File: config.mk
export PLATFORM = sky130hd
export DESIGN_NAME = clk_div_sched_flat
export DESIGN_NICKNAME = d
export VERILOG_FILES = /design/src/rtl/clk_div_sched_if.sv /design/src/rtl/clk_div_sched.sv /design/src/flat_wrapper.sv
export SDC_FILE = /design/constraint.sdc
export NUM_CORES = 1
export LEC_CHECK = 0
export CAP_MARGIN = 20
export CORE_AREA = 10 10 81 83
export CTS_BUF_LIST = sky130_fd_sc_hd__clkbuf_4 sky130_fd_sc_hd__clkbuf_8
export DETAILED_ROUTE_END_ITERATION = 16
export DIE_AREA = 0 0 91 93
export PLACE_DENSITY = 0.8
export SYNTH_ARGS = -nofsm -noshare
export SYNTH_HDL_FRONTEND = slang
export SYNTH_SLANG_ARGS = --single-unit
File: constraint.sdc
create_clock -name clk_in -period 4.2 [get_ports clk_in]
set_input_delay 0.84 -clock clk_in [delete_from_list [all_inputs] [get_ports clk_in]]
set_output_delay 0.84 -clock clk_in [all_outputs]
set_load 0.03 [all_outputs]
File: src/rtl/clk_div_sched_if.sv
// Ratio-change handshake between the requesters and the shared divider controller.
interface clk_div_sched_if #(
    parameter int N_REQ = 4,
    parameter int DIV_W = 8
);
    logic [N_REQ-1:0]       req;
    logic [N_REQ*DIV_W-1:0] div_val;
    logic [N_REQ-1:0]       grant;
    logic [N_REQ-1:0]       ack;
    logic                   err;

    modport master (output req, output div_val, input grant, input ack, input err);
    modport slave  (input req, input div_val, output grant, output ack, output err);
endinterface

File: src/rtl/clk_div_sched.sv
// clk_div_sched: programmable divider shared round-robin by N_REQ requesters; CLK_DIV_SCHED_GATE_EN adds clk_en gating.
// Latency: grant 1 cycle after req; ack 2..div_active+1 cycles after grant.
// Backpressure: requesters hold req until ack; new ratios only load at a divider period boundary.
module clk_div_sched #(
    parameter int N_REQ       = 4,
    parameter int DIV_W       = 8,
    parameter int DEFAULT_DIV = 3
) (
    input  logic             clk_in,
    input  logic             rst_n,
`ifdef CLK_DIV_SCHED_GATE_EN
    input  logic             clk_en,
`endif
    clk_div_sched_if.slave   bus,
    output logic             busy,
    output logic [DIV_W-1:0] div_active,
    output logic             clk_out
);
    localparam int IDX_W = (N_REQ > 1) ? $clog2(N_REQ) : 1;
    localparam logic [N_REQ-1:0] ONE = {{(N_REQ-1){1'b0}}, 1'b1};

    typedef enum logic [1:0] {S_IDLE, S_GRANT, S_WAIT} state_t;

    state_t           state, state_nxt;
    logic [IDX_W-1:0] rr_ptr, rr_nxt, sel, sel_nxt, sel_inc, pick;
    logic             pick_vld;
    logic [DIV_W-1:0] pend, pend_nxt, cnt, cnt_nxt, hi_len;
    logic [N_REQ-1:0] masked, grant_nxt, ack_nxt;
    logic             err_nxt, boundary, load;

    // ---------------- divider ----------------
    assign hi_len   = div_active >> 1;
    assign boundary = (cnt == div_active - 1'b1);
    assign load     = (state == S_WAIT) && boundary;

    always_comb begin
        cnt_nxt = boundary ? '0 : cnt + 1'b1;
`ifdef CLK_DIV_SCHED_GATE_EN
        // Parked at the last count, clk_out naturally evaluates low.
        if (boundary && !clk_en) cnt_nxt = cnt;
`endif
    end

    always_ff @(posedge clk_in or negedge rst_n) begin
        if (!rst_n) begin
            cnt        <= DIV_W'(DEFAULT_DIV - 1);
            div_active <= DIV_W'(DEFAULT_DIV);
            clk_out    <= 1'b0;
        end else if (load) begin
            div_active <= pend;
`ifdef CLK_DIV_SCHED_GATE_EN
            cnt        <= clk_en ? '0 : pend - 1'b1;
            clk_out    <= clk_en && ((pend >> 1) != '0);
`else
            cnt        <= '0;
            clk_out    <= (pend >> 1) != '0;
`endif
        end else begin
            cnt        <= cnt_nxt;
            clk_out    <= (cnt_nxt < hi_len);
        end
    end

    // ---------------- arbiter ----------------
    // Masking with ack keeps a just-serviced requester from winning again before it drops req.
    assign masked  = bus.req & ~bus.ack;
    assign sel_inc = (sel == IDX_W'(N_REQ - 1)) ? '0 : sel + 1'b1;

    always_comb begin
        pick     = '0;
        pick_vld = 1'b0;
        for (int k = N_REQ - 1; k >= 0; k--) begin
            if (masked[(int'(rr_ptr) + k) % N_REQ]) begin
                pick     = IDX_W'((int'(rr_ptr) + k) % N_REQ);
                pick_vld = 1'b1;
            end
        end
    end

    // ---------------- FSM ----------------
    always_ff @(posedge clk_in or negedge rst_n) begin
        if (!rst_n) state <= S_IDLE;
        else        state <= state_nxt;
    end

    always_comb begin
        state_nxt = state;
        case (state)
            S_IDLE:  if (pick_vld) state_nxt = S_GRANT;
            S_GRANT: state_nxt = (pend < DIV_W'(2)) ? S_IDLE : S_WAIT;
            S_WAIT:  if (boundary) state_nxt = S_IDLE;
            default: state_nxt = S_IDLE;
        endcase
    end

    always_comb begin
        grant_nxt = bus.grant;
        ack_nxt   = '0;
        err_nxt   = 1'b0;
        pend_nxt  = pend;
        sel_nxt   = sel;
        rr_nxt    = rr_ptr;
        case (state)
            S_IDLE: if (pick_vld) begin
                grant_nxt = ONE << pick;
                pend_nxt  = bus.div_val[int'(pick)*DIV_W +: DIV_W];
                sel_nxt   = pick;
            end
            S_GRANT: if (pend < DIV_W'(2)) begin
                grant_nxt = '0;
                ack_nxt   = ONE << sel;
                err_nxt   = 1'b1;
                rr_nxt    = sel_inc;
            end
            S_WAIT: if (boundary) begin
                grant_nxt = '0;
                ack_nxt   = ONE << sel;
                rr_nxt    = sel_inc;
            end
            default: ;
        endcase
    end

    always_ff @(posedge clk_in or negedge rst_n) begin
        if (!rst_n) begin
            bus.grant <= '0;
            bus.ack   <= '0;
            bus.err   <= 1'b0;
            pend      <= '0;
            sel       <= '0;
            rr_ptr    <= '0;
        end else begin
            bus.grant <= grant_nxt;
            bus.ack   <= ack_nxt;
            bus.err   <= err_nxt;
            pend      <= pend_nxt;
            sel       <= sel_nxt;
            rr_ptr    <= rr_nxt;
        end
    end

    assign busy = (state != S_IDLE);
endmodule

File: src/flat_wrapper.sv
// flat-port wrapper written by rule: the top's interface ports become plain ports
module clk_div_sched_flat 
#(
    parameter int N_REQ       = 4,
    parameter int DIV_W       = 8,
    parameter int DEFAULT_DIV = 3
)
  (clk_in, rst_n, busy, div_active, clk_out, bus_req, bus_div_val, bus_grant, bus_ack, bus_err);
  clk_div_sched_if #(.N_REQ(N_REQ), .DIV_W(DIV_W)) bus_i ();
  input  logic clk_in;
  input  logic rst_n;
  output logic busy;
  output logic [DIV_W-1:0] div_active;
  output logic clk_out;
  input wire logic [$bits(bus_i.req)-1:0] bus_req;
  input wire logic [$bits(bus_i.div_val)-1:0] bus_div_val;
  output wire logic [$bits(bus_i.grant)-1:0] bus_grant;
  output wire logic [$bits(bus_i.ack)-1:0] bus_ack;
  output wire logic [$bits(bus_i.err)-1:0] bus_err;
  assign bus_i.req = bus_req;
  assign bus_i.div_val = bus_div_val;
  assign bus_grant = bus_i.grant;
  assign bus_ack = bus_i.ack;
  assign bus_err = bus_i.err;
  clk_div_sched #(.N_REQ(N_REQ), .DIV_W(DIV_W), .DEFAULT_DIV(DEFAULT_DIV)) u_core (.clk_in(clk_in), .rst_n(rst_n), .bus(bus_i), .busy(busy), .div_active(div_active), .clk_out(clk_out));
endmodule
# After elaboration in Yosys (flattened, before gate mapping)
# Index checks and enable logic that the tools add are counted.
dict set report totals {
  ff_bits 40
  inputBits 38
  wordCells 89
  output_inout_bits 19
}
dict set report classes {
  bitwise 5
  n_mux 39
  reduce_logical 13
  order_cmp 6
  shifts 3
  eq_ne 7
  n_addsub 6
}
# op count
set op_table {}
lappend op_table {{indexed part select 32 x 6 -> 8 bit} 1}
lappend op_table {{two-way mux 2 bit} 10}
lappend op_table {{two-way mux 4 bit} 5}
lappend op_table {{two-way mux 8 bit} 2}
lappend op_table {{two-way mux 1 bit} 14}
lappend op_table {{less-than comparator 3 x 4 -> 1 bit (second input constant)} 3}
lappend op_table {{one-hot mux 4 bit (3 select lines)} 1}
lappend op_table {{adder 8 x 1 -> 8 bit (second input constant)} 1}
lappend op_table {{binary-select mux 1 bit (select 2 bit)} 4}
lappend op_table {{== test 8 bit} 1}
lappend op_table {{less-than comparator 8 x 2 -> 1 bit (second input constant)} 1}
lappend op_table {{less-than comparator 8 x 7 -> 1 bit} 1}
lappend op_table {{one-hot mux 4 bit (2 select lines)} 1}
lappend op_table {{nonzero test 8 bit} 1}
lappend op_table {{<< shifter 1 x 2 -> 4 bit (first input constant)} 2}
lappend op_table {{subtractor 8 x 1 -> 8 bit (second input constant)} 1}
lappend op_table {{!= test 2 x 1 -> 1 bit (second input constant)} 3}
lappend op_table {{one-hot mux 2 bit (3 select lines)} 1}
lappend op_table {{OR reduction 2 bit} 3}
lappend op_table {{adder 2 x 1 -> 2 bit (second input constant)} 2}
lappend op_table {{adder 2 bit (second input constant)} 2}
lappend op_table {{AND 4 bit} 1}
lappend op_table {{== test 2 bit (second input constant)} 2}
lappend op_table {{inverter 4 bit} 1}
lappend op_table {{11 further kinds} 15}

# Longest topological paths before layout
# Gate-level depths: netlist (run 1).
dict set report logic_depth {
  depth_word 13
  ltp_mapped 15
  mapped_depth_nobuf 14
}

# Worst setup path after synthesis (run 1)
# No wires, ideal clock.
dict set report synth_timing {
  path_kind {register to register}
  start {register u_core.div_active[0]}
  end {register u_core.clk_out}
  stages_incl_launch_ff 16
  period_less_slack_ps 3547
  path_buffers 1
  setup_slack_ps 653
  arrival_time_ps 3414
  required_time_ps 4067
  setup_time_ps 133
  path_cell_list {dfstp_2 inv_1 ha_1 or3b_4 or4_4 a2111oi_4 o211a_1 buf_1 nor2_1 ha_1 o21a_1 o21ai_0 a21oi_1 nand2_1 a31oi_1 o21ai_0}
}
dict set report synth_between {
  elab_chain_len 5
  elab_cells_between_ends 6
  classes_between {add/sub: 1; order compare: 1; eq/ne: 1; mux: 2; reduce/logical: 1}
}
# element line
set synth_rtl {}
lappend synth_rtl {{start, declared} clk_div_sched.sv:16} ;# output logic [DIV_W-1:0] div_active,
lappend synth_rtl {{start signal, assigned} clk_div_sched.sv:47} ;# div_active <= DIV_W'(DEFAULT_DIV);
lappend synth_rtl {{start signal, assigned} clk_div_sched.sv:50} ;# div_active <= pend;
lappend synth_rtl {{subtractor 8 x 1 -> 8 bit (*)} clk_div_sched.sv:33} ;# assign boundary = (cnt == div_active - 1'b1);
lappend synth_rtl {{== test 8 bit (*)} clk_div_sched.sv:33}
lappend synth_rtl {{two-way mux 8 bit} clk_div_sched.sv:37} ;# cnt_nxt = boundary ? '0 : cnt + 1'b1;
lappend synth_rtl {{less-than comparator 8 x 7 -> 1 bit} clk_div_sched.sv:60} ;# clk_out <= (cnt_nxt < hi_len);
lappend synth_rtl {{two-way mux 1 bit (*)} clk_div_sched.sv:49} ;# end else if (load) begin
lappend synth_rtl {{end signal, assigned} clk_div_sched.sv:60}
lappend synth_rtl {{end, declared} clk_div_sched.sv:17} ;# output logic clk_out
# Every way passes the cells marked *; elsewhere a longest branch is shown, timed or not.
# A chain may end at the register's enable or synchronous reset.

# Worst setup path after layout (run 1)
dict set report layout_timing {
  start {register u_core.div_active[1]}
  end {register u_core.clk_out}
}
dict set report layout_between {
  elab_chain_len 5
  elab_cells_between_ends 6
  classes_between {add/sub: 1; order compare: 1; eq/ne: 1; mux: 2; reduce/logical: 1}
}
# element line
set layout_rtl {}
lappend layout_rtl {{subtractor 8 x 1 -> 8 bit} clk_div_sched.sv:33}
lappend layout_rtl {{== test 8 bit} clk_div_sched.sv:33}
lappend layout_rtl {{two-way mux 8 bit} clk_div_sched.sv:37}
lappend layout_rtl {{less-than comparator 8 x 7 -> 1 bit} clk_div_sched.sv:60}
lappend layout_rtl {{two-way mux 1 bit (*)} clk_div_sched.sv:49}
# Marked as above.

==> reports/results.tsv, run 1 <==
stage	metric	value	unit
synthesis	syn nets	301	
timing	Max Clock Skew	0.00897	ns
route	Vias/cell	5.46	
synthesis	Synth area leader	dfrtp_1	
grt	first-pass GRT wire length	10000	um
setup_path	R2R depth	14	
worst_hold_path	worst hold start	u_core.bus.grant[3]$_DFFE_PN0P_	
synthesis	syn_area_per_cell	10.2	um2
pwr	leak pwr	1.43	nW
grt	initial antenna violation count	0	
finish	Area growth syn-to-layout	28.8	%
clocking	Clock Path Buffers	2	
route	DRC violations left	0	
grt	grt total ovfl	0	
clocking	CTS resizes	0	
synthesis	Yosys reg bits	40	
timing	Rel. slew slack	0.302	
setup_path	reg2reg setup slack	0.54	ns
die	full die area	8460	um2
route	initial drt markers	103	
clocking	clock latency on the worst-skew pair	0.29	ns
die	die width	91	um
timing	setup slack of the critical path after layout	0.540	ns
timing	min Tclk post-route	3.66	ns
setup_path	Worst EP arrival	3.83	ns
synthesis	most common cell in the netlist	dfrtp_1	
placement	pre-CTS WS	0.574	ns
route	DRT Wirelength	5950	um
clocking	cts-stage hold buffer count	0	
timing	RSZ-0062 raised after global routing	no	
finish	# diodes	0	
synthesis	most frequent cells after synthesis	dfrtp_1, nor2_1, nand2_1, inv_1, mux2_2	
setup_path	CP Class	reg2reg	
setup_path	CP required	4.37	ns
synthesis	main flop type after synthesis	dfrtp_1	
timing	Slew @ Worst Pin	1.05	ns
setup_path	worst reg2reg path endpoint	u_core.clk_out$_DFF_PN0_	
clocking	Post-CTS Setup Bufs	0	
finish	fin area	3240	um2
grt	vias in the first global route	2118	
worst_hold_path	Min-Delay Path Class	reg2reg	
finish	layout net count	359	
grt	GRT Overall Usage	0.143	
timing	FMAX	0.273	GHz
synthesis	Post-synth ARST share	1.00	
synthesis	Cell Area, Synth	2520	um2
route	Routed WL per cell	15.8	um
die	initial core utilization	0.503	
timing	Setup TNS Final	0	ns
worst_hold_path	hold path endpoint	u_core.bus.grant[3]$_DFFE_PN0P_	
route	ANT nets after route	0	
die	Die Span Y	93	um
pwr	VDD IR max	0.000303	V
synthesis	Post-synth EDFFs	0	
finish	share of layout cells above drive strength 1	0.131	
setup_path	Worst Setup End Kind	flip-flop	
synthesis	sequential area share after synthesis	0.399	
clocking	clk slew on worst S/H paths	0.08	ns
timing	Final Hold Viols	0	
placement	Post-DP Area	3150	um2
synthesis	Synth cell types	45	
synthesis	ranking of synthesized cells by area	dfrtp_1, ha_1, mux2_2	
worst_hold_path	hold path depth	1	
timing	final setup violation count	0	
route	Pre-Repair DR Iteration Count	4	
setup_path	RR Startpoint	u_core.div_active[1]$_DFFE_PN1P_	
synthesis	post-synth top area share	0.368	
placement	PortBufs	56	
pwr	Power Dens Cells	428	nW/um2
run	Max Cap Viol	0	
clocking	clock sinks	40	
setup_path	maximum fanout along the worst path	14	
synthesis	Yosys Warn Count	0	
grt	largest net degree at the start of global routing	41	
placement	Post-DP HPWL	4700	um
timing	fin crit share	0.872	
die	core region area	5010	um2
die	row count	26	
clocking	CTS tree	built	
route	via count	2052	
clocking	TritonCTS Buffers	5	
synthesis	cell count after synthesis	247	
clocking	CTS root buf	clkbuf_8	
clocking	H-tree depth	2	
run_status	status	finished clean	
placement	gp weighted congestion	0.881	
die	I/O pin count	57	
setup_path	startpoint types	flip-flop	
timing	max-slew violations	0	
## placed cells by master (no fill, tap or decap), types with 2 or more instances in the layout
cell	instances
o21ai_0	5
dfrtp_1	37
buf_4	2
and2_2	2
xor2_1	4
mux2_2	17
mux2i_1	16
and3b_1	2
nor3_1	5
dfstp_2	3
clkbuf_8	5
nand2_1	19
and2_1	2
xnor2_1	10
clkdlybuf4s50_1	55
nand4_1	2
nor4_1	3
a21oi_1	9
a2111oi_4	2
nor2_1	22
and3_1	5
ha_1	16
nor2b_1	4
nand2b_1	3
inv_1	17
nand3_1	5
nor3b_1	2
a21o_1	2
o221ai_1	9
## worst max-delay path by stage
stage          cells past startpoint                             start                       end
3_5_place_dp                      14  u_core.div_active[1]$_DFFE_PN1P_  u_core.clk_out$_DFF_PN0_
2_1_floorplan                     15  u_core.div_active[0]$_DFFE_PN1P_  u_core.clk_out$_DFF_PN0_
6_report                          14  u_core.div_active[1]$_DFFE_PN1P_  u_core.clk_out$_DFF_PN0_
4_1_cts                           14  u_core.div_active[1]$_DFFE_PN1P_  u_core.clk_out$_DFF_PN0_
3_3_place_gp                      14  u_core.div_active[0]$_DFFE_PN1P_  u_core.clk_out$_DFF_PN0_
5_1_grt                           14  u_core.div_active[1]$_DFFE_PN1P_  u_core.clk_out$_DFF_PN0_
## power by group
group / internal (mW) / total (mW) / switching (mW)
Combinational: 0.280 / 0.586 / 0.305
Sequential: 0.467 / 0.537 / 0.0705
Clock: 0.125 / 0.264 / 0.139
## critical path, cell delays in order (launching register included)
cell,delay [ns]
dfstp_2,0.41
inv_1,0.06
ha_1,0.17
or3b_4,0.39
or4_4,0.43
a2111oi_4,0.49
o211a_1,0.48
nor2_1,0.10
ha_1,0.29
o21a_1,0.13
o21ai_0,0.08
a21oi_1,0.19
nand2_1,0.07
a31oi_1,0.16
o21ai_0,0.09
## logic make-up after synthesis
group	after synthesis	synth area share
buffers and inverters	24	0.0358
and+or+nand+nor	81	0.164
muxes	33	0.140
xor gates and xnor gates	14	0.0487
AOI/OAI and AO/OA	39	0.133
DFF	40	0.399
adders and majority gates	16	0.0795
## area by class of cell
class                           instances  area (um2)
Fill cell                             417        1770
Clock inverter                          2        16.3
Multi-Input combinational cell        183        1420
Clock buffer                            6        76.3
Timing Repair Buffer                   58         571
Inverter                               17        63.8
Sequential cell                        40        1000
Tap cell                               70        87.6
## state kept, by name (all words and copies together), names as in the netlist
register / count
u_core.div_active: 8
u_core.sel: 2
u_core.state: 2
u_core.rr_ptr: 2
u_core.bus.ack: 4
u_core.bus.grant: 4
u_core.pend: 8
u_core.cnt: 8
u_core.bus.err: 1
u_core.clk_out: 1
## metrics by stage
stage | util | instances | power [mW] | hold slack (ns)
finish | 0.647 | 376 | 1.39 | 0.515
global route | 0.647 | 376 | 1.49 | 0.534
CTS | 0.647 | 376 | 1.39 | 0.515
detailed placement | 0.629 | 368 | 1.13 | 0.493
global placement | 0.629 | 368 | 1.11 | 0.493
floorplan | - | 247 | 0.953 | 0.452
## per-layer routing
layer,up-vias,wire [um],track usage
met4,0,97,0.0548
met1,990,2590,0.168
met2,58,2880,0.240
met3,9,378,0.0424
met5,-,0,0
li1,995,-,-
No activity file was read; power rests on OpenSTA's default activity.
==> run 2, diff against run 1 <==
--- a/config.mk
+++ b/config.mk
@@ -6,10 +6,10 @@
 export NUM_CORES = 1
 export LEC_CHECK = 0
 export CAP_MARGIN = 20
-export CORE_AREA = 10 10 81 83
+export CORE_AREA = 3 3 74 76
 export CTS_BUF_LIST = sky130_fd_sc_hd__clkbuf_4 sky130_fd_sc_hd__clkbuf_8
 export DETAILED_ROUTE_END_ITERATION = 16
-export DIE_AREA = 0 0 91 93
+export DIE_AREA = 0 0 77 79
 export PLACE_DENSITY = 0.8
 export SYNTH_ARGS = -nofsm -noshare
 export SYNTH_HDL_FRONTEND = slang
==> run 2 against run 1 <==
Against the previous run: maximum frequency is 1.6% higher; register-to-register slack better by 0.06 ns; setup slack better by 0.059 ns; largest cell class unchanged.
==> reports/results.tsv, run 2 (synthesized netlist as in run 1, its figures left out) <==
stage	metric	value	unit
finish	commonest non-fill, non-tap cell in the layout	clkdlybuf4s50_1	
route	Pre-Repair DR Iteration Count	4	
finish	final core occ	0.674	
finish	# diodes	0	
pwr	total chip power	1.37	mW
placement	Post-DP HPWL	4290	um
clocking	clk slew on worst S/H paths	0.08	ns
grt	initial antenna violation count	0	
clocking	CTS tree	built	
setup_path	maximum fanout along the worst path	14	
timing	min Tclk post-route	3.60	ns
setup_path	Slowest-stage cell, CP	a2111oi_4	
timing	setup slack of the critical path after layout	0.598	ns
finish	Layout fillers	403	
timing	Slew @ Worst Pin	0.996	ns
finish	Largest regs	u_core.cnt (8), u_core.div_active (8), u_core.pend (8)	
die	initial core utilization	0.526	
run_status	status	finished clean	
die	full die area	6080	um2
placement	pre-CTS WS	0.593	ns
clocking	clock sinks	40	
timing	Rel. slew slack	0.336	
clocking	H-tree depth	2	
timing	Final Hold Viols	0	
route	DRT Wirelength	5480	um
grt	grt total ovfl	0	
timing	FMAX	0.278	GHz
timing	RSZ-0062 raised after global routing	no	
setup_path	CP required	4.38	ns
setup_path	crit-path max cell delay	0.48	ns
grt	GRT met3 Usage	0.0408	
pwr	Power Dens Cells	425	nW/um2
clocking	Post-CTS Setup Bufs	0	
die	core region area	4790	um2
grt	vias in the first global route	2089	
clocking	cts-stage hold buffer count	0	
finish	share of layout cells above drive strength 1	0.128	
finish	layout net count	358	
setup_path	CP cell instances	inv_1, ha_1, or3b_4, or4_4, a2111oi_4, o211a_1, nor2_1, ha_1, o21a_1, o21ai_0, a21oi_1, nand2_1, a31oi_1, o21ai_0	
setup_path	CP Class	reg2reg	
timing	max-slew violations	0	
route	DRC violations left	0	
die	row count	25	
clocking	Clock Path Buffers	2	
timing	final setup violation count	0	
route	via count	1991	
placement	PortBufs	56	
clocking	clock latency on the worst-skew pair	0.30	ns
setup_path	Worst EP arrival	3.78	ns
route	Routed WL per cell	14.7	um
finish	Area growth syn-to-layout	28.1	%
route	initial drt markers	117	
setup_path	Worst Setup End Kind	flip-flop	
timing	fin crit share	0.858	
grt	first-pass GRT wire length	9360	um
route	Vias/cell	5.35	
grt	met2 Use GR	0.338	
clocking	CTS root buf	clkbuf_8	
die	I/O pin count	57	
timing	worst hold margin	0.512	ns
clocking	TritonCTS Buffers	5	
die	die width	77	um
grt	gr busiest metal	met2	
timing	Setup TNS Final	0	ns
pwr	leak pwr	1.43	nW
worst_hold_path	Min-Delay Path Class	reg2reg	
placement	gp weighted congestion	0.845	
finish	most frequent cells in the layout	clkdlybuf4s50_1, dfrtp_1, nor2_1	
grt	GRT Overall Usage	0.195	
grt	met1 Usage GRT	0.243	
clocking	CTS resizes	0	
setup_path	startpoint types	flip-flop	
timing	Max Clock Skew	0.00580	ns
route	ANT nets after route	0	
pwr	VDD IR max	0.000399	V
grt	largest net degree at the start of global routing	41	
run	Max Cap Viol	0	
die	Die Span Y	79	um
-- run 2: changes by cell type in the layout (fill, tap and decap cells not counted) --
cell	change
clkbuf_4	-1
clkinv_2	+2
buf_4	-1
clkinvlp_4	-1
-- run 2: through the flow --
step / area [um2] / std cells
global route: 3230 / 372
floorplan: 2520 / 247
finish: 3230 / 372
detailed placement: 3140 / 364
global placement: 3140 / 364
CTS: 3230 / 372
-- run 2: worst max-delay path: cells and delay by family (launching register included) --
| family | cells | cell delay [ns] |
|---|---|---|
| AOI/OAI and AO/OA | 7 | 1.56 |
| DFF | 1 | 0.40 |
| and+or+nand+nor | 4 | 1.01 |
| adders and majority gates | 2 | 0.45 |
| buffers and inverters | 1 | 0.06 |
-- run 2: worst paths after layout --
check,from,slack (ns),cells after the start,to
max,u_core.div_active[0]$_DFFE_PN1P_,0.60,14,u_core.clk_out$_DFF_PN0_
min reg2reg,u_core.bus.grant[2]$_DFFE_PN0P_,0.51,1,u_core.bus.grant[2]$_DFFE_PN0P_
max reg2reg,u_core.div_active[0]$_DFFE_PN1P_,0.60,14,u_core.clk_out$_DFF_PN0_
min,u_core.bus.grant[2]$_DFFE_PN0P_,0.51,1,u_core.bus.grant[2]$_DFFE_PN0P_
min in group asynchronous,rst_n,0.65,1,u_core.cnt[3]$_DFF_PN0_
max in group asynchronous,rst_n,3.02,1,u_core.pend[5]$_DFFE_PN0P_
-- run 2: area by class of cell --
type | count | area, um2 | share of cell area
clock buffer | 5 | 68.8 | 0.0213
inverter | 17 | 63.8 | 0.0198
multi-input combinational | 183 | 1420 | 0.441
tap | 67 | 83.8 | 0.0260
timing repair buffer | 57 | 563 | 0.174
clock inverter | 3 | 18.8 | 0.00582
sequential | 40 | 1000 | 0.311
-- run 2: report_power, final --
part | internal, mW | switching (mW) | leakage (nW) | total (mW)
logic | 0.275 | 0.308 | 0.872 | 0.584
registers | 0.467 | 0.0662 | 0.506 | 0.533
clock network | 0.116 | 0.141 | 0.0479 | 0.256
-- run 2: layer usage --
layer / part of all wire / vias up
met3: 0.041 / 6
li1: - / 999
met5: 0 / -
met2: 0.48 / 45
met1: 0.47 / 941
met4: 0.014 / 0
==> run 3, diff against run 2 <==
--- a/config.mk
+++ b/config.mk
@@ -5,7 +5,7 @@
 export SDC_FILE = /design/constraint.sdc
 export NUM_CORES = 1
 export LEC_CHECK = 0
-export CAP_MARGIN = 20
+export CAP_MARGIN = 30
 export CORE_AREA = 3 3 74 76
 export CTS_BUF_LIST = sky130_fd_sc_hd__clkbuf_4 sky130_fd_sc_hd__clkbuf_8
 export DETAILED_ROUTE_END_ITERATION = 16
==> run 3 against run 2 <==
Against the previous run: clock power about the same; critical path depth unchanged; register-to-register slack is essentially flat; cell area increased by 0.85%; global-route usage did not move; sequential power hardly changed; worst hold slack worse by 0.00095 ns; non-clock buffer count is 1 higher; largest cell class unchanged.
==> reports/results.tsv, run 3 (synthesized netlist as in run 1, its figures left out) <==
stage	metric	value	unit
die	initial core utilization	0.526	
clocking	CTS tree	built	
grt	grt total ovfl	0	
route	DRT Wirelength	5460	um
placement	gp weighted congestion	0.845	
setup_path	maximum fanout along the worst path	14	
finish	# diodes	0	
setup_path	Worst Setup End Kind	flip-flop	
pwr	VDD IR max	0.000399	V
run	Max Cap Viol	0	
grt	initial antenna violation count	0	
finish	layout net count	359	
grt	largest net degree at the start of global routing	41	
setup_path	worst reg2reg path endpoint	u_core.clk_out$_DFF_PN0_	
finish	Final Non-Filler Cells	373	
setup_path	number of cells on the critical path	14	
timing	Setup TNS Final	0	ns
setup_path	CP bufs+invs	1	
timing	RSZ-0062 raised after global routing	no	
setup_path	CP cell instances	inv_1, ha_1, or3b_4, or4_4, a2111oi_4, o211a_1, nor2_1, ha_1, o21a_1, o21ai_0, a21oi_1, nand2_1, a31oi_1, o21ai_0	
worst_hold_path	worst hold start	u_core.bus.grant[2]$_DFFE_PN0P_	
finish	Area growth syn-to-layout	29.2	%
finish	most frequent cells in the layout	clkdlybuf4s50_1, dfrtp_1, nor2_1	
setup_path	Critical Path Source	u_core.div_active[0]$_DFFE_PN1P_	
die	die width	77	um
route	ANT nets after route	0	
timing	FMAX	0.279	GHz
clocking	Post-CTS Setup Bufs	0	
setup_path	RR Startpoint	u_core.div_active[0]$_DFFE_PN1P_	
setup_path	CP required	4.38	ns
clocking	TritonCTS Buffers	5	
timing	Max Clock Skew	0.00673	ns
placement	placed insts	364	
setup_path	Slowest-stage cell, CP	a2111oi_4	
setup_path	R2R depth	14	
timing	min Tclk post-route	3.59	ns
die	Die Span Y	79	um
clocking	CTS root buf	clkbuf_8	
die	I/O pin count	57	
clocking	H-tree depth	2	
grt	first-pass GRT wire length	9360	um
finish	share of layout cells above drive strength 1	0.131	
pwr	Power Dens Cells	427	nW/um2
setup_path	CP top delay family	compound AO/OA/AOI/OAI gates	
route	Pre-Repair DR Iteration Count	4	
clocking	clk slew on worst S/H paths	0.08	ns
worst_hold_path	hold path depth	1	
timing	max-slew violations	0	
setup_path	Worst EP arrival	3.76	ns
route	Vias/cell	5.45	
worst_hold_path	Min-Delay Path Class	reg2reg	
grt	vias in the first global route	2089	
die	row count	25	
pwr	leak pwr	1.44	nW
grt	GRT Overall Usage	0.195	
timing	final setup violation count	0	
clocking	clock sinks	40	
clocking	cts-stage hold buffer count	0	
timing	Final Hold Viols	0	
finish	commonest non-fill, non-tap cell in the layout	clkdlybuf4s50_1	
route	Routed WL per cell	14.6	um
timing	Slew @ Worst Pin	0.854	ns
route	via count	2033	
placement	PortBufs	56	
setup_path	startpoint types	flip-flop	
finish	final core occ	0.680	
clocking	clock latency on the worst-skew pair	0.30	ns
finish	Largest regs	u_core.cnt (8), u_core.div_active (8), u_core.pend (8)	
run_status	status	finished clean	
die	core region area	4790	um2
setup_path	reg2reg setup slack	0.61	ns
clocking	CTS resizes	0	
placement	Post-DP HPWL	4290	um
timing	Rel. slew slack	0.431	
route	initial drt markers	107	
route	DRC violations left	0	
setup_path	crit-path max cell delay	0.49	ns
setup_path	crit path capture	u_core.clk_out$_DFF_PN0_	
timing	fin crit share	0.854	
die	full die area	6080	um2
clocking	Clock Path Buffers	2	
setup_path	CP Class	reg2reg	
run 3: changes by cell type in the layout (fill, tap and decap cells not counted), sizes merged:
cell	change
buf	+1
run 3: worst min-delay path by stage:
stage	slack [ns]	endpoint
3_3_place_gp	0.49	u_core.bus.grant[3]$_DFFE_PN0P_
5_1_grt	0.55	u_core.bus.grant[0]$_DFFE_PN0P_
3_5_place_dp	0.50	u_core.pend[0]$_DFFE_PN0P_
2_1_floorplan	0.45	u_core.pend[0]$_DFFE_PN0P_
4_1_cts	0.52	u_core.pend[0]$_DFFE_PN0P_
6_report	0.51	u_core.bus.grant[2]$_DFFE_PN0P_
run 3: routing by layer:
metal | global-route usage | share of wire | vias to the layer above
met1 | 0.243 | 0.45 | 968
met2 | 0.338 | 0.49 | 57
met3 | 0.0408 | 0.050 | 6
li1 | - | - | 1002
met5 | 0 | 0 | -
met4 | 0.0658 | 0.014 | 0
run 3: power breakdown:
group          switching, mW  internal, mW
combinational          0.311         0.291
clock                  0.140         0.116
sequential            0.0666         0.467
run 3: cell type report:
cell class / instances / area, um2
Fill cell: 397 / 1530
Timing Repair Buffer: 58 / 591
Clock inverter: 3 / 18.8
Multi-Input combinational cell: 183 / 1420
Inverter: 17 / 63.8
Clock buffer: 5 / 68.8
Sequential cell: 40 / 1000
Tap cell: 67 / 83.8
run 3: per-stage QoR:
| step | power, mW | cell area (um2) | hold slack [ns] | setup WS, ns |
|---|---|---|---|---|
| 2_1_floorplan | 0.953 | 2520 | 0.452 | 0.653 |
| 3_3_place_gp | 1.10 | 3140 | 0.493 | 0.722 |
| 3_5_place_dp | 1.12 | 3140 | 0.497 | 0.593 |
| 4_1_cts | 1.39 | 3230 | 0.517 | 0.595 |
| 5_1_grt | 1.50 | 3250 | 0.545 | 0.343 |
| 6_report | 1.39 | 3250 | 0.511 | 0.612 |
==> edit: new RTL, settings of run 2 <==
`DIV_W` is set to 8 in 3 places; all go to 9.
--- a/src/rtl/clk_div_sched_if.sv
+++ b/src/rtl/clk_div_sched_if.sv
@@ -2,5 +2,5 @@
 interface clk_div_sched_if #(
     parameter int N_REQ = 4,
-    parameter int DIV_W = 8
+    parameter int DIV_W = 9
 );
     logic [N_REQ-1:0]       req;
--- a/src/rtl/clk_div_sched.sv
+++ b/src/rtl/clk_div_sched.sv
@@ -4,5 +4,5 @@
 module clk_div_sched #(
     parameter int N_REQ       = 4,
-    parameter int DIV_W       = 8,
+    parameter int DIV_W       = 9,
     parameter int DEFAULT_DIV = 3
 ) (
--- a/src/flat_wrapper.sv
+++ b/src/flat_wrapper.sv
@@ -3,5 +3,5 @@
 #(
     parameter int N_REQ       = 4,
-    parameter int DIV_W       = 8,
+    parameter int DIV_W       = 9,
     parameter int DEFAULT_DIV = 3
 )
Interface: changed (resized bus_div_val and div_active); port bits go from 57 to 62. No check against the original RTL was run, so the function may have changed too.
==> edit against run 2 <==
Hold slack lost 0.0051 ns. First-iteration DRC count grew 19%. Critical path depth grew 2. Die area is the same. Non-clock buffer count grew 7. Power grew 14%. Routed wire length grew 17%. Cell area grew 15%. Sequential cell count grew 3. Worst setup slack gained 0.12 ns. Synthesized area grew 17%. Global-route usage grew 3.4 points. Clock power grew 7%. Critical endpoint unchanged. Largest cell class unchanged.
==> edit: results (changes against run 2) <==
run_status:
  outcome: "finished clean"
drt:
  met1_length_um: 2920  # +15%
  dr_wl_met3_um: 413  # +86%
  first_iter_violations: 139  # +19%
  dr_wl_met2_um: 2946  # +12%
  viasPerCell: 5.529  # +3.3%
  routed_wl_um: 6387  # +17%
  wire_per_inst_um: 14.68  # -0.31%
synth:
  synth.avg_cell_area_um2: 9.521  # -6.6%
  syn_nets: 369  # +23%
  synthAdderAreaFrac: 0.07206  # -0.007419
  synth.distinct_cells: 52  # +16%
  synth_common_cells: "dfrtp_1, nand2_1, nor2_1"
  synthXorXnorAreaFrac: 0.04451  # -0.004173
  ys_seq_area_frac: 0.3658  # -0.03307
  muxShareOfSynthArea: 0.1577  # +0.01810
  synth_compound_gate_area_share: 0.1433  # +0.01015
  ys_top_cells_by_area: "dfrtp_1, mux2_2, ha_1"
placed_design:
  post_dp_cell_area_um2: 3605  # +15%
  pre_cts_slack_ns: 0.7556  # +0.1621 ns
  hpwl_um: 4986  # +16%
grt:
  grt_pass1_vias: 2437  # +17%
  grt_pass1_wl_um: 11230  # +20%
  grt_util_all_layers: 0.2284  # +0.03354
  grtUsageMet3: 0.04649  # +0.005669
  grt_max_degree: 44  # +7.3%
  use_met2: 0.3589  # +0.02091
  met1_usage: 0.3104  # +0.06768
pwr:
  vdd_drop_max_uv: 267.4  # -33%
  leakagePower_nw: 1.621  # +14%
  p_int_w: 0.0009813  # +14%
  seqPwrFrac: 0.375  # -0.013
  p_clk_w: 0.000274  # +7%
  power_switching_w: 0.0005855  # +14%
worst_setup_path:
  r2r_setup_slack_ns: 0.72  # +0.12 ns
  crit_slowest_cell: "dfstp_2"
  critical_path_peak_fanout: 6  # -8
  path_delay_family: "compound AO/OA/AOI/OAI gates"
  slowest_delay_ns: 0.59  # +0.11 ns
  worst_ep_arrival_time_ns: 3.71  # -0.07 ns
sta:
  finClkSkew_ns: 0.005144  # -0.0006586 ns
  timing.final.ws_setup_ns: 0.7168  # +0.1185 ns
  worstMarginPinSlew_ns: 0.9272  # -0.06832 ns
layout:
  fin_nets: 426  # +19%
  drive_above_1_share: 0.1223  # -0.005586
  reg_top3: "u_core.cnt (9), u_core.div_active (9), u_core.pend (9)"
[edit: worst min-delay path by stage]
stage	start	endpoint	slack (ns)	cells past startpoint
floorplan	u_core.pend[0]	u_core.pend[0]	0.45	2
global placement	u_core.pend[0]	u_core.pend[0]	0.47	2
CTS	u_core.pend[2]	u_core.pend[2]	0.51	2
global route	u_core.bus.grant[0]	u_core.bus.grant[0]	0.55	1
finish	u_core.pend[2]	u_core.pend[2]	0.51	2
detailed placement	u_core.pend[2]	u_core.pend[2]	0.49	2
[edit: cell families (layout without fill, tap and decap cells)]
family	after synthesis	after routing
compound gates	61	61
xor+xnor	15	15
fa+ha+maj	17	17
buf+inv	32	90
flops	43	43
mux	42	42
simple gates	100	100
[edit: final cells by class]
type	instances	area, um2
clock inverters	1	5.005
inverters	18	67.56
fillers	370	1086
clock buffers	7	90.09
well taps	67	83.83
multi-input cells	235	1745
repair buffers	64	628.1
flip-flops and latches	43	1080
